## src/rtl/mem_bus_bridge.sv

```systemverilog
// mem_bus_bridge: turns the memory-access stage's combinational load/store
// request into a valid/ready data-bus transaction and stalls the pipeline
// while it is in flight. The full read word goes back to the stage.
// Optional feature macro: MEM_BRIDGE_TIMEOUT_EN (bounded wait, bus_error pulse).
module mem_bus_bridge #(
   parameter int unsigned DataWidth     = 32,
   parameter int unsigned AddrWidth     = 32,
   parameter int unsigned WordSize      = 4,
   parameter int unsigned TimeoutCycles = 255
) (
   input  logic                 clk,
   input  logic                 rst,
   input  logic                 memory_read_enable,
   input  logic                 memory_write_enable,
   input  logic [AddrWidth-1:0] address,
   input  logic [DataWidth-1:0] write_data,
   input  logic [WordSize-1:0]  write_strobe,
   output logic [DataWidth-1:0] read_data,
   output logic                 stall,
   output logic                 bus_valid,
   input  logic                 bus_ready,
   output logic                 bus_write,
   output logic [AddrWidth-1:0] bus_address,
   output logic [DataWidth-1:0] bus_write_data,
   output logic [WordSize-1:0]  bus_write_strobe,
   input  logic                 bus_read_valid,
   input  logic [DataWidth-1:0] bus_read_data,
   output logic                 bus_error
);

   typedef enum logic [1:0] {
      IDLE = 2'd0,
      REQ  = 2'd1,
      WAIT = 2'd2,
      DONE = 2'd3
   } state_e;

   state_e               state_q, state_d;
   logic [AddrWidth-1:0] addr_q, addr_d;
   logic [DataWidth-1:0] wdata_q, wdata_d;
   logic [WordSize-1:0]  wstrb_q, wstrb_d;
   logic                 write_q, write_d;
   logic [DataWidth-1:0] rdata_q, rdata_d;
   logic [AddrWidth-1:0] word_addr;

   // the bus only ever sees word-aligned addresses; lane selection is in the strobe
   assign word_addr = {address[AddrWidth-1:2], 2'b00};

   logic unused_addr_bits;
   assign unused_addr_bits = ^address[1:0];

`ifdef MEM_BRIDGE_TIMEOUT_EN
   localparam int unsigned CntW = ($clog2(TimeoutCycles + 1) > 8) ?
                                  $clog2(TimeoutCycles + 1) : 8;
   logic [CntW-1:0] cnt_q, cnt_d;
   logic            err_q, err_d;
   logic            timeout;

   // timeout fires on the last permitted REQ/WAIT cycle, so the bridge spends
   // exactly TimeoutCycles cycles waiting before DONE
   assign timeout = (cnt_q == CntW'(TimeoutCycles - 1));
`else
   logic [31:0] unused_timeout_cycles;
   assign unused_timeout_cycles = 32'(TimeoutCycles);
`endif

   // next-state and captured-field logic
   always_comb begin
      state_d = state_q;
      addr_d  = addr_q;
      wdata_d = wdata_q;
      wstrb_d = wstrb_q;
      write_d = write_q;
      rdata_d = rdata_q;
`ifdef MEM_BRIDGE_TIMEOUT_EN
      cnt_d   = cnt_q;
      err_d   = 1'b0;
`endif
      case (state_q)
         IDLE: begin
`ifdef MEM_BRIDGE_TIMEOUT_EN
            cnt_d = '0;
`endif
            if (memory_read_enable) begin
               addr_d  = word_addr;
               write_d = 1'b0;
               state_d = REQ;
            end else if (memory_write_enable) begin
               if (|write_strobe) begin
                  addr_d  = word_addr;
                  wdata_d = write_data;
                  wstrb_d = write_strobe;
                  write_d = 1'b1;
                  state_d = REQ;
               end else begin
                  state_d = DONE;
               end
            end
         end
         REQ: begin
            if (bus_ready) begin
               state_d = write_q ? DONE : WAIT;
            end
`ifdef MEM_BRIDGE_TIMEOUT_EN
            // acceptance wins over a timeout landing in the same cycle
            if (!bus_ready) begin
               if (timeout) begin
                  state_d = DONE;
                  err_d   = 1'b1;
                  if (!write_q) rdata_d = DataWidth'(32'hDEADBEEF);
               end else begin
                  cnt_d = cnt_q + 1'b1;
               end
            end else begin
               cnt_d = cnt_q + 1'b1;
            end
`endif
         end
         WAIT: begin
            if (bus_read_valid) begin
               rdata_d = bus_read_data;
               state_d = DONE;
            end
`ifdef MEM_BRIDGE_TIMEOUT_EN
            else if (timeout) begin
               rdata_d = DataWidth'(32'hDEADBEEF);
               err_d   = 1'b1;
               state_d = DONE;
            end else begin
               cnt_d = cnt_q + 1'b1;
            end
`endif
         end
         DONE: begin
            state_d = IDLE;
         end
         default: begin
            state_d = IDLE;
         end
      endcase
   end

   // state and captured-field registers
   always_ff @(posedge clk or negedge rst) begin
      if (!rst) begin
         state_q <= IDLE;
         addr_q  <= '0;
         wdata_q <= '0;
         wstrb_q <= '0;
         write_q <= 1'b0;
         rdata_q <= '0;
      end else begin
         state_q <= state_d;
         addr_q  <= addr_d;
         wdata_q <= wdata_d;
         wstrb_q <= wstrb_d;
         write_q <= write_d;
         rdata_q <= rdata_d;
      end
   end

`ifdef MEM_BRIDGE_TIMEOUT_EN
   // wait-cycle counter and error pulse register
   always_ff @(posedge clk or negedge rst) begin
      if (!rst) begin
         cnt_q <= '0;
         err_q <= 1'b0;
      end else begin
         cnt_q <= cnt_d;
         err_q <= err_d;
      end
   end

   assign bus_error = err_q;
`else
   assign bus_error = 1'b0;
`endif

   assign bus_valid        = (state_q == REQ);
   assign bus_write        = write_q;
   assign bus_address      = addr_q;
   assign bus_write_data   = wdata_q;
   assign bus_write_strobe = wstrb_q;
   assign read_data        = rdata_q;
   assign stall = ((state_q == IDLE) && (memory_read_enable || memory_write_enable)) ||
                  (state_q == REQ) || (state_q == WAIT);

endmodule
```

## config.mk

```make
export PLATFORM = sky130hd
export DESIGN_NAME = mem_bus_bridge
export DESIGN_NICKNAME = d
export VERILOG_FILES = /design/src/rtl/mem_bus_bridge.sv
export SDC_FILE = /design/constraint.sdc
export NUM_CORES = 1
export LEC_CHECK = 0
export CAP_MARGIN = 10
export CORE_MARGIN = 2
export CORE_UTILIZATION = 36
export DETAILED_ROUTE_END_ITERATION = 8
export PLACE_DENSITY = 0.77
export SYNTH_ARGS = -nofsm -noshare
export SYNTH_HDL_FRONTEND = slang
export SYNTH_SLANG_ARGS = --single-unit
```

## constraint.sdc

```tcl
create_clock -name clk -period 1.8 [get_ports clk]
set_clock_uncertainty 0.1 [all_clocks]
set_input_delay 0.27 -clock clk [delete_from_list [all_inputs] [get_ports clk]]
set_output_delay 0.27 -clock clk [all_outputs]
set_load 0.05 [all_outputs]
```

==> impl_metrics.env, run 1 <==
export IMPL_clkTransAtPathRegs_ns=0.07
export IMPL_slew_viol_final=0
export IMPL_cts_tree="built"
export IMPL_insertion_delay_ns=0.33
export IMPL_die_w_microns=111
export IMPL_setup_ws_ns=0.0436
export IMPL_diodes=0
export IMPL_async_reset_ff_frac=1.00
export IMPL_yosys_top_cells_area="dfrtp_1, mux2_2, mux2_4"
export IMPL_num_vias=2839
export IMPL_stdcell_count=613
export IMPL_synth_top_area_share=0.619
export IMPL_hold_class="in2async"
export IMPL_ys_seq_elements=101
export IMPL_grt_max_degree=43
export IMPL_period_share=0.976
export IMPL_wire_per_inst_microns=16.0
export IMPL_place_area_sq_mm=0.00618
export IMPL_fp_dieH_microns=111
export IMPL_worstSetupStartpointType="primary input"
export IMPL_crit_type="in2reg"
export IMPL_grt_pass1_wl_microns=16000
export IMPL_cts_path_max_buffers=2
export IMPL_dpl_cell_count=593
export IMPL_synth_area_leader_cell="dfrtp_1"
export IMPL_start_util=0.373
export IMPL_worstSetupEndpointType="flip-flop"
export IMPL_cp_required_ns=1.92
export IMPL_port_buffers=204
export IMPL_status="complete, no violations"
export IMPL_drt_total_wl_microns=9790
export IMPL_rows=38
export IMPL_finalNetCount=579
export IMPL_cts_root_buffer="clkbuf_16"
export IMPL_dp_slack_ns=-0.298
export IMPL_yosysWarnings=0
export IMPL_synth_avg_cell_area_sq_um=16.7
export IMPL_tns_ns=0
export IMPL_setup_violations=0
export IMPL_worstPathArrival_ns=1.87
export IMPL_clock_fmax_mhz=569
export IMPL_via_per_inst=4.63
export IMPL_drc=0
export IMPL_drtIter0Drc=103
export IMPL_period_needed_ns=1.76
export IMPL_drtPass1Iterations=4
export IMPL_overflow=0
export IMPL_finalHoldViolations=0
export IMPL_rsz0062_at_grt="true"
export IMPL_cts_buffers=9
export IMPL_max_cap_viol_count=0
export IMPL_synthFlopType="dfrtp_1"
export IMPL_io_pins=210
export IMPL_design_area_sq_mm=0.00657
export IMPL_netlist_area_sq_mm=0.00408
export IMPL_critPathMaxFanout=17
export IMPL_syn_inst=244
export IMPL_grt_pass1_vias=3219
export IMPL_grt_antenna_before_repair=0
export IMPL_yosys_cell_count_top_type="dfrtp_1"
export IMPL_gp_congestion=0.751
export IMPL_clock_sinks=101
export IMPL_htreeDepth=3
export IMPL_synth_edff_count=0
export IMPL_grt_util_all_layers=0.163
export IMPL_postRouteAntennaNets=0
export IMPL_ys_seq_area_frac=0.619
export IMPL_dp_hpwl_microns=7340
export IMPL_syn2layout_area_growth_pct=60.9
export IMPL_synth_common_cells="dfrtp_1, mux2_2, mux2_4, buf_6"
export IMPL_dieArea_sq_mm=0.0122
export IMPL_fp_coreArea_sq_mm=0.0109
export IMPL_drive_gt1_frac=0.518
export IMPL_ys_types=24
==> layout make-up <==
class / instances / area (sq um)
fillers: 871 / 4370
clock buffers: 10 / 239
inverters: 4 / 15.0
multi-input cells: 129 / 1490
clock inverters: 6 / 92.6
repair buffers: 223 / 2030
flip-flops and latches: 101 / 2530
well taps: 140 / 175
==> layout by cell type, fill, tap and decap left out, types with 2 or more instances in the layout <==
cell type	n
dfrtp_1	101
nor2b_1	3
clkinvlp_4	2
buf_4	112
mux2_4	29
buf_12	8
bufinv_16	2
clkbuf_16	9
conb_1	3
nand2_1	2
inv_1	2
ha_1	2
clkdlybuf4s50_1	102
ha_2	2
nor2_1	4
inv_6	2
nand2_4	2
inv_2	2
mux2_2	68
==> sequential cells by signal, summed over array words and instances, names as in the netlist <==
register and flops:
bus_address 30, bus_write_data 32, read_data 32, state_q 2, bus_write_strobe 4, bus_write 1
==> worst paths after layout <==
check	startpoint	endpoint	slack, ns	cells after the start
worst max-delay path	write_strobe[2]	bus_write_data[31]	0.04	6
worst max register to register	state_q[0]	bus_address[20]	0.06	7
worst min-delay path	rst	bus_write_data[24]	0.31	2
min in group clk	bus_address[8]	bus_address[8]	0.41	1
worst min register to register	bus_address[8]	bus_address[8]	0.41	1
max in group asynchronous	rst	bus_address[20]	0.70	3
==> repair_timing <==
| item | 4_1_cts | 5_1_grt |
|---|---|---|
| resized for setup | 5 | 4 |
| endpoints found under the setup margin | 4 | 3 |
| pin swaps | 4 | 2 |
| buffers inserted | 1 | 2 |
| hold endpoints to repair | 27 | 0 |
| hold buffers | 1 | 0 |
==> kinds of logic (layout without fill, tap and decap cells) <==
group | after synthesis | in the layout | share of synthesized area
simple gates | 14 | 14 | 0.0221
compound gates | 9 | 9 | 0.0169
buf+inv | 16 | 243 | 0.0294
mux | 98 | 98 | 0.297
flops | 101 | 101 | 0.619
other cells | 1 | 3 | 0.000918
fa+ha+maj | 5 | 5 | 0.0153
==> critical path: stages <==
cell             delay (ns)
clkdlybuf4s50_1        0.54
nor4_4                 0.07
buf_4                  0.15
nor3_4                 0.27
buf_12                 0.21
mux2_2                 0.36
==> layer usage <==
layer  global-route usage  share of wire  wire length, microns
met4               0.0450          0.014                   136
met3               0.0598          0.073                   719
met2                0.282           0.52                  5050
met1                0.190           0.40                  3890
met5                    0              0                     0
==> per-stage QoR <==
stage | hold slack [ns] | util
2_1_floorplan | -0.126 | -
3_3_place_gp | 0.123 | 0.565
3_5_place_dp | 0.126 | 0.565
4_1_cts | 0.314 | 0.598
5_1_grt | 0.352 | 0.601
6_report | 0.313 | 0.601
Power of run 1 is left out: the tool's default activity adds up to more than one toggle a clock period on the data nets, which glitch-free logic cannot reach.
==> run 2: changes to the inputs <==
--- a/config.mk
+++ b/config.mk
@@ -9,7 +9,9 @@
 export CORE_MARGIN = 2
 export CORE_UTILIZATION = 36
 export DETAILED_ROUTE_END_ITERATION = 8
+export GPL_ROUTABILITY_DRIVEN = 0
 export PLACE_DENSITY = 0.77
+export REMOVE_ABC_BUFFERS = 1
 export SYNTH_ARGS = -nofsm -noshare
 export SYNTH_HDL_FRONTEND = slang
 export SYNTH_SLANG_ARGS = --single-unit
==> impl_metrics.env, run 2 (synthesis gave the netlist of run 1 again) <==
export IMPL_cts_tree="built"
export IMPL_worstSetupStartpointType="flip-flop"
export IMPL_rrSetupSlack_ns=-0.01
export IMPL_n_fill_cell=866
export IMPL_crit_type="reg2reg"
export IMPL_cts_root_buffer="clkbuf_16"
export IMPL_cts_path_max_buffers=2
export IMPL_reg2reg_depth=7
export IMPL_hold_class="in2reg"
export IMPL_wire_per_inst_microns=16.9
export IMPL_diodes=0
export IMPL_drtPass1Iterations=4
export IMPL_r2r_end="bus_write_strobe[2]"
export IMPL_final_core_util=0.612
export IMPL_rsz0062_at_grt="true"
export IMPL_whs_path_depth=2
export IMPL_slew_viol_final=0
export IMPL_critPathMaxFanout=4
export IMPL_peakVddDrop_mv=1.26
export IMPL_grt_util_all_layers=0.164
export IMPL_period_share=1.01
export IMPL_cp_required_ns=1.92
export IMPL_via_per_inst=4.60
export IMPL_regArea_sq_mm=0.00253
export IMPL_drive_gt1_frac=0.524
export IMPL_dieArea_sq_mm=0.0122
export IMPL_dp_hpwl_microns=7120
export IMPL_grt_max_degree=102
export IMPL_holdPathEnd="bus_write_strobe[0]"
export IMPL_fp_coreArea_sq_mm=0.0109
export IMPL_holdCritStartpoint="write_strobe[0]"
export IMPL_layout_commonest_cell="buf_4"
export IMPL_insertion_delay_ns=0.34
export IMPL_multi_input_comb_area_sq_mm=0.00154
export IMPL_clkTransAtPathRegs_ns=0.07
export IMPL_leakagePower_nw=3.08
export IMPL_worst_slew_pin_slew_ns=0.525
export IMPL_io_pins=210
export IMPL_setup_violations=1
export IMPL_clock_sinks=101
export IMPL_syn2layout_area_growth_pct=63.8
export IMPL_cts_buffers=9
export IMPL_fp_dieH_microns=111
export IMPL_violations="negative setup slack"
export IMPL_worstSetupEndpointType="flip-flop"
export IMPL_worstPathArrival_ns=1.93
export IMPL_slew_headroom=0.650
export IMPL_design_area_sq_mm=0.00669
export IMPL_layout_cells_most_common_list="buf_4, dfrtp_1, clkdlybuf4s50_1, mux2_2, mux2_4"
export IMPL_finalHoldViolations=0
export IMPL_die_w_microns=111
export IMPL_start_util=0.373
export IMPL_powerDensity_mw_per_mm2=2280
export IMPL_timing_hold_ws_ns=0.198
export IMPL_r2r_start="state_q[1]"
export IMPL_rows=38
export IMPL_finalNetCount=585
export IMPL_grt_antenna_before_repair=0
export IMPL_overflow=0
export IMPL_place_area_sq_mm=0.00614
export IMPL_num_vias=2847
export IMPL_status="complete, but fails checks"
export IMPL_crit_start="state_q[1]"
export IMPL_period_needed_ns=1.81
export IMPL_setup_ws_ns=-0.0110
export IMPL_drc=0
export IMPL_clock_fmax_mhz=552
export IMPL_max_cap_viol_count=0
export IMPL_port_buffers=204
export IMPL_postRouteAntennaNets=0
export IMPL_htreeDepth=3
export IMPL_drt_total_wl_microns=10400
export IMPL_grt_pass1_vias=3072
export IMPL_grt_pass1_wl_microns=16100
export IMPL_drtIter0Drc=63
[run 2: cell types whose count changed in the layout (fill, tap and decap cells not counted), sizes merged]
cell           delta
buf               +3
bufinv            -1
clkbuf            +3
clkdlybuf4s50     -2
clkinv            +1
clkinvlp          -1
dlymetal6s2s      +2
inv               +1
[run 2: layout make-up]
| cell class | count | area share |
|---|---|---|
| clock buffers | 10 | 0.0342 |
| repair buffers | 229 | 0.319 |
| multi-input cells | 129 | 0.231 |
| flip-flops and latches | 101 | 0.378 |
| inverters | 4 | 0.00224 |
| clock inverters | 6 | 0.0103 |
| well taps | 140 | 0.0262 |
[run 2: how the worst max path moves through the flow]
stage / endpoint / slack [ns] / cells past startpoint
after floorplan: bus_write_data[10] / -0.95 / 5
after global placement: bus_write_data[9] / -0.27 / 6
after detailed placement: bus_write_data[8] / -0.32 / 6
after CTS: stall / 0.004 / 6
after global routing: bus_write_strobe[2] / -0.07 / 7
final: bus_write_strobe[2] / -0.01 / 7
[run 2: worst max-delay path, stage by stage (launching register included)]
cell and delay (ns):
dfrtp_1 0.39, inv_2 0.09, ha_4 0.18, nand2_4 0.07, nor3_4 0.21, buf_6 0.18, clkbuf_16 0.16, mux2_4 0.30
[run 2: per-stage QoR]
| stage | setup TNS, ns | std cells | setup slack (ns) | power [mW] |
|---|---|---|---|---|
| floorplan | -40.01 | 234 | -0.953 | 10.0 |
| global placement | -14.46 | 594 | -0.269 | 12.9 |
| detailed placement | -17.93 | 594 | -0.321 | 13.0 |
| CTS | 0 | 611 | 0.00356 | 15.1 |
| global route | -1.57 | 619 | -0.0741 | 15.9 |
| finish | -0.0110 | 619 | -0.0110 | 15.3 |
[run 2: where the power goes]
part           switching, mW  internal [mW]
Combinational           5.70           3.51
Clock                  0.861           1.09
Sequential             0.652           3.44
Total                   7.22           8.04
[run 2: timing repair]
action / in CTS / in global routing
hold buffers: 1 / 0
endpoints found under the setup margin: 36 / 37
pin swaps: 2 / 4
resized for setup: 11 / 20
buffers inserted: 0 / 4
cloned: 0 / 5
hold endpoints to repair: 101 / 0
[run 2: metal layers]
metal  global-route usage  share of wire
met2                0.274           0.49
met4               0.0558          0.016
met5                    0              0
met1                0.202           0.43
met3               0.0527          0.071
(Power assumes the default switching activity.)
==> run 3: changes to the inputs <==
==> constraint.sdc (replaced) <==
create_clock -name clk -period 1.8 [get_ports clk]
set_clock_uncertainty 0.1 [all_clocks]
set_input_delay 0.18 -clock clk [delete_from_list [all_inputs] [get_ports clk]]
set_output_delay 0.18 -clock clk [all_outputs]
set_load 0.05 [all_outputs]
==> impl_metrics.env, run 3 (synthesis gave the netlist of run 1 again) <==
export IMPL_status="complete, no violations"
export IMPL_insertion_delay_ns=0.34
export IMPL_via_per_inst=4.66
export IMPL_drc=0
export IMPL_timing_hold_ws_ns=0.318
export IMPL_diodes=0
export IMPL_drtPass1Iterations=4
export IMPL_clock_fmax_mhz=564
export IMPL_rsz0062_at_grt="true"
export IMPL_grt_max_degree=102
export IMPL_slew_headroom=0.636
export IMPL_worstPathCellList="inv_2, buf_4, ha_1, nor2_1, nand2_2, buf_12"
export IMPL_grt_pass1_wl_microns=16600
export IMPL_dp_hpwl_microns=7300
export IMPL_cts_tree="built"
export IMPL_place_area_sq_mm=0.00634
export IMPL_clkTransAtPathRegs_ns=0.07
export IMPL_rrSetupSlack_ns=0.03
export IMPL_fp_coreArea_sq_mm=0.0109
export IMPL_p_sw_frac=0.469
export IMPL_wire_per_inst_microns=17.0
export IMPL_r2r_start="state_q[0]"
export IMPL_clock_sinks=101
export IMPL_pwr_share_comb=0.597
export IMPL_htreeDepth=3
export IMPL_tns_ns=0
export IMPL_slowest_delay_ns=0.37
export IMPL_r2r_end="bus_write_data[17]"
export IMPL_layout_cells_most_common_list="clkdlybuf4s50_1, dfrtp_1, mux2_2, dlymetal6s2s_1, dlygate4sd2_1"
export IMPL_grt_util_all_layers=0.170
export IMPL_n_fill_cell=856
export IMPL_slew_viol_final=0
export IMPL_worstPathArrival_ns=1.49
export IMPL_die_w_microns=111
export IMPL_power_frac_clock=0.136
export IMPL_worstSetupEndpointType="output pin"
export IMPL_worst_slew_pin_slew_ns=0.546
export IMPL_crit_family="flip-flops"
export IMPL_cts_root_buffer="clkbuf_16"
export IMPL_port_buffers=204
export IMPL_net_switching_power_mw=7.06
export IMPL_drtIter0Drc=120
export IMPL_overflow=0
export IMPL_hold_class="in2async"
export IMPL_slowest_stage="dfrtp_1"
export IMPL_design_area_sq_mm=0.00680
export IMPL_leakagePower_nw=3.38
export IMPL_drive_gt1_frac=0.332
export IMPL_peakVddDrop_mv=1.30
export IMPL_critPathMaxFanout=3
export IMPL_worstSetupStartpointType="flip-flop"
export IMPL_crit_type="reg2out"
export IMPL_io_pins=210
export IMPL_regArea_sq_mm=0.00253
export IMPL_dieArea_sq_mm=0.0122
export IMPL_drt_total_wl_microns=10400
export IMPL_finalHoldViolations=0
export IMPL_cts_buffers=9
export IMPL_finalNetCount=580
export IMPL_reg2reg_depth=7
export IMPL_worst_path_buf_inv=3
export IMPL_fp_dieH_microns=111
export IMPL_period_needed_ns=1.77
export IMPL_setup_violations=0
export IMPL_grt_antenna_before_repair=0
export IMPL_rows=38
export IMPL_max_cap_viol_count=0
export IMPL_multi_input_comb_area_sq_mm=0.00146
export IMPL_start_util=0.373
export IMPL_grt_pass1_vias=3179
export IMPL_num_vias=2859
export IMPL_postRouteAntennaNets=0
export IMPL_seq_power_share=0.267
export IMPL_cp_required_ns=1.52
export IMPL_syn2layout_area_growth_pct=66.5
export IMPL_p_int_mw=7.99
export IMPL_powerDensity_mw_per_mm2=2210
export IMPL_layout_commonest_cell="clkdlybuf4s50_1"
export IMPL_period_share=0.985
export IMPL_cts_path_max_buffers=2
[run 3: changes by cell type in the layout (fill, tap and decap cells not counted), sizes merged]
cell and delta:
buf -86, bufinv +1, clkbuf -3, clkdlybuf4s50 +5, clkinv +1, clkinvlp +1, dlygate4sd2 +40, dlymetal6s2s +38
inv -3
[run 3: worst register-to-register path: stages, from the launching register on]
cell and delay (ns):
dfrtp_1 0.40, inv_2 0.09, ha_4 0.14, nand2_1 0.09, nor3_4 0.20, buf_6 0.17
buf_8 0.16, mux2_4 0.31
[run 3: worst max path at each step]
| stage | start | end | slack, ns | cells after the start |
|---|---|---|---|---|
| floorplan | state_q[1] | bus_write_data[10] | -0.95 | 5 |
| global placement | write_strobe[2] | bus_write_data[8] | -0.18 | 6 |
| detailed placement | write_strobe[2] | bus_write_data[31] | -0.21 | 6 |
| CTS | state_q[0] | stall | -0.03 | 6 |
| global route | state_q[0] | stall | -0.02 | 6 |
| finish | state_q[0] | stall | 0.03 | 6 |
[run 3: per-stage QoR]
step | setup slack (ns) | std cells | power, mW | utilization
2_1_floorplan | -0.953 | 234 | 10.0 | -
3_5_place_dp | -0.215 | 593 | 13.4 | 0.580
5_1_grt | -0.0179 | 613 | 15.7 | 0.622
6_report | 0.0264 | 613 | 15.0 | 0.622
4_1_cts | -0.0255 | 609 | 15.2 | 0.606
3_3_place_gp | -0.182 | 593 | 13.2 | 0.580
[run 3: area by class of cell]
| type | count | share of cell area |
|---|---|---|
| multi-input combinational | 129 | 0.215 |
| sequential | 101 | 0.372 |
| clock inverter | 6 | 0.0131 |
| clock buffer | 9 | 0.0331 |
| timing repair buffer | 224 | 0.339 |
| inverter | 4 | 0.00221 |
| tap | 140 | 0.0258 |
[run 3: power groups by stage]
stage	Clock, mW	Sequential, mW	Combinational, mW
2_1_floorplan	0	8.03	2.00
5_1_grt	2.21	4.17	9.33
3_5_place_dp	0	4.08	9.30
6_report	2.05	4.02	8.98
3_3_place_gp	0	4.02	9.18
4_1_cts	2.12	4.04	9.02
[run 3: repair_timing]
action	4_1_cts	5_1_grt
cloned	0	3
setup endpoints to repair	48	77
hold buffers	1	0
buffers inserted	0	1
hold endpoints to repair	101	0
gates resized for setup	43	47
pin swaps	0	1
[run 3: metal layers]
metal / up-vias / part of all wire / global-route usage
met5: - / 0 / 0
li1: 1296 / - / -
met3: 16 / 0.079 / 0.0626
met4: 0 / 0.017 / 0.0708
met2: 130 / 0.49 / 0.278
met1: 1417 / 0.41 / 0.203
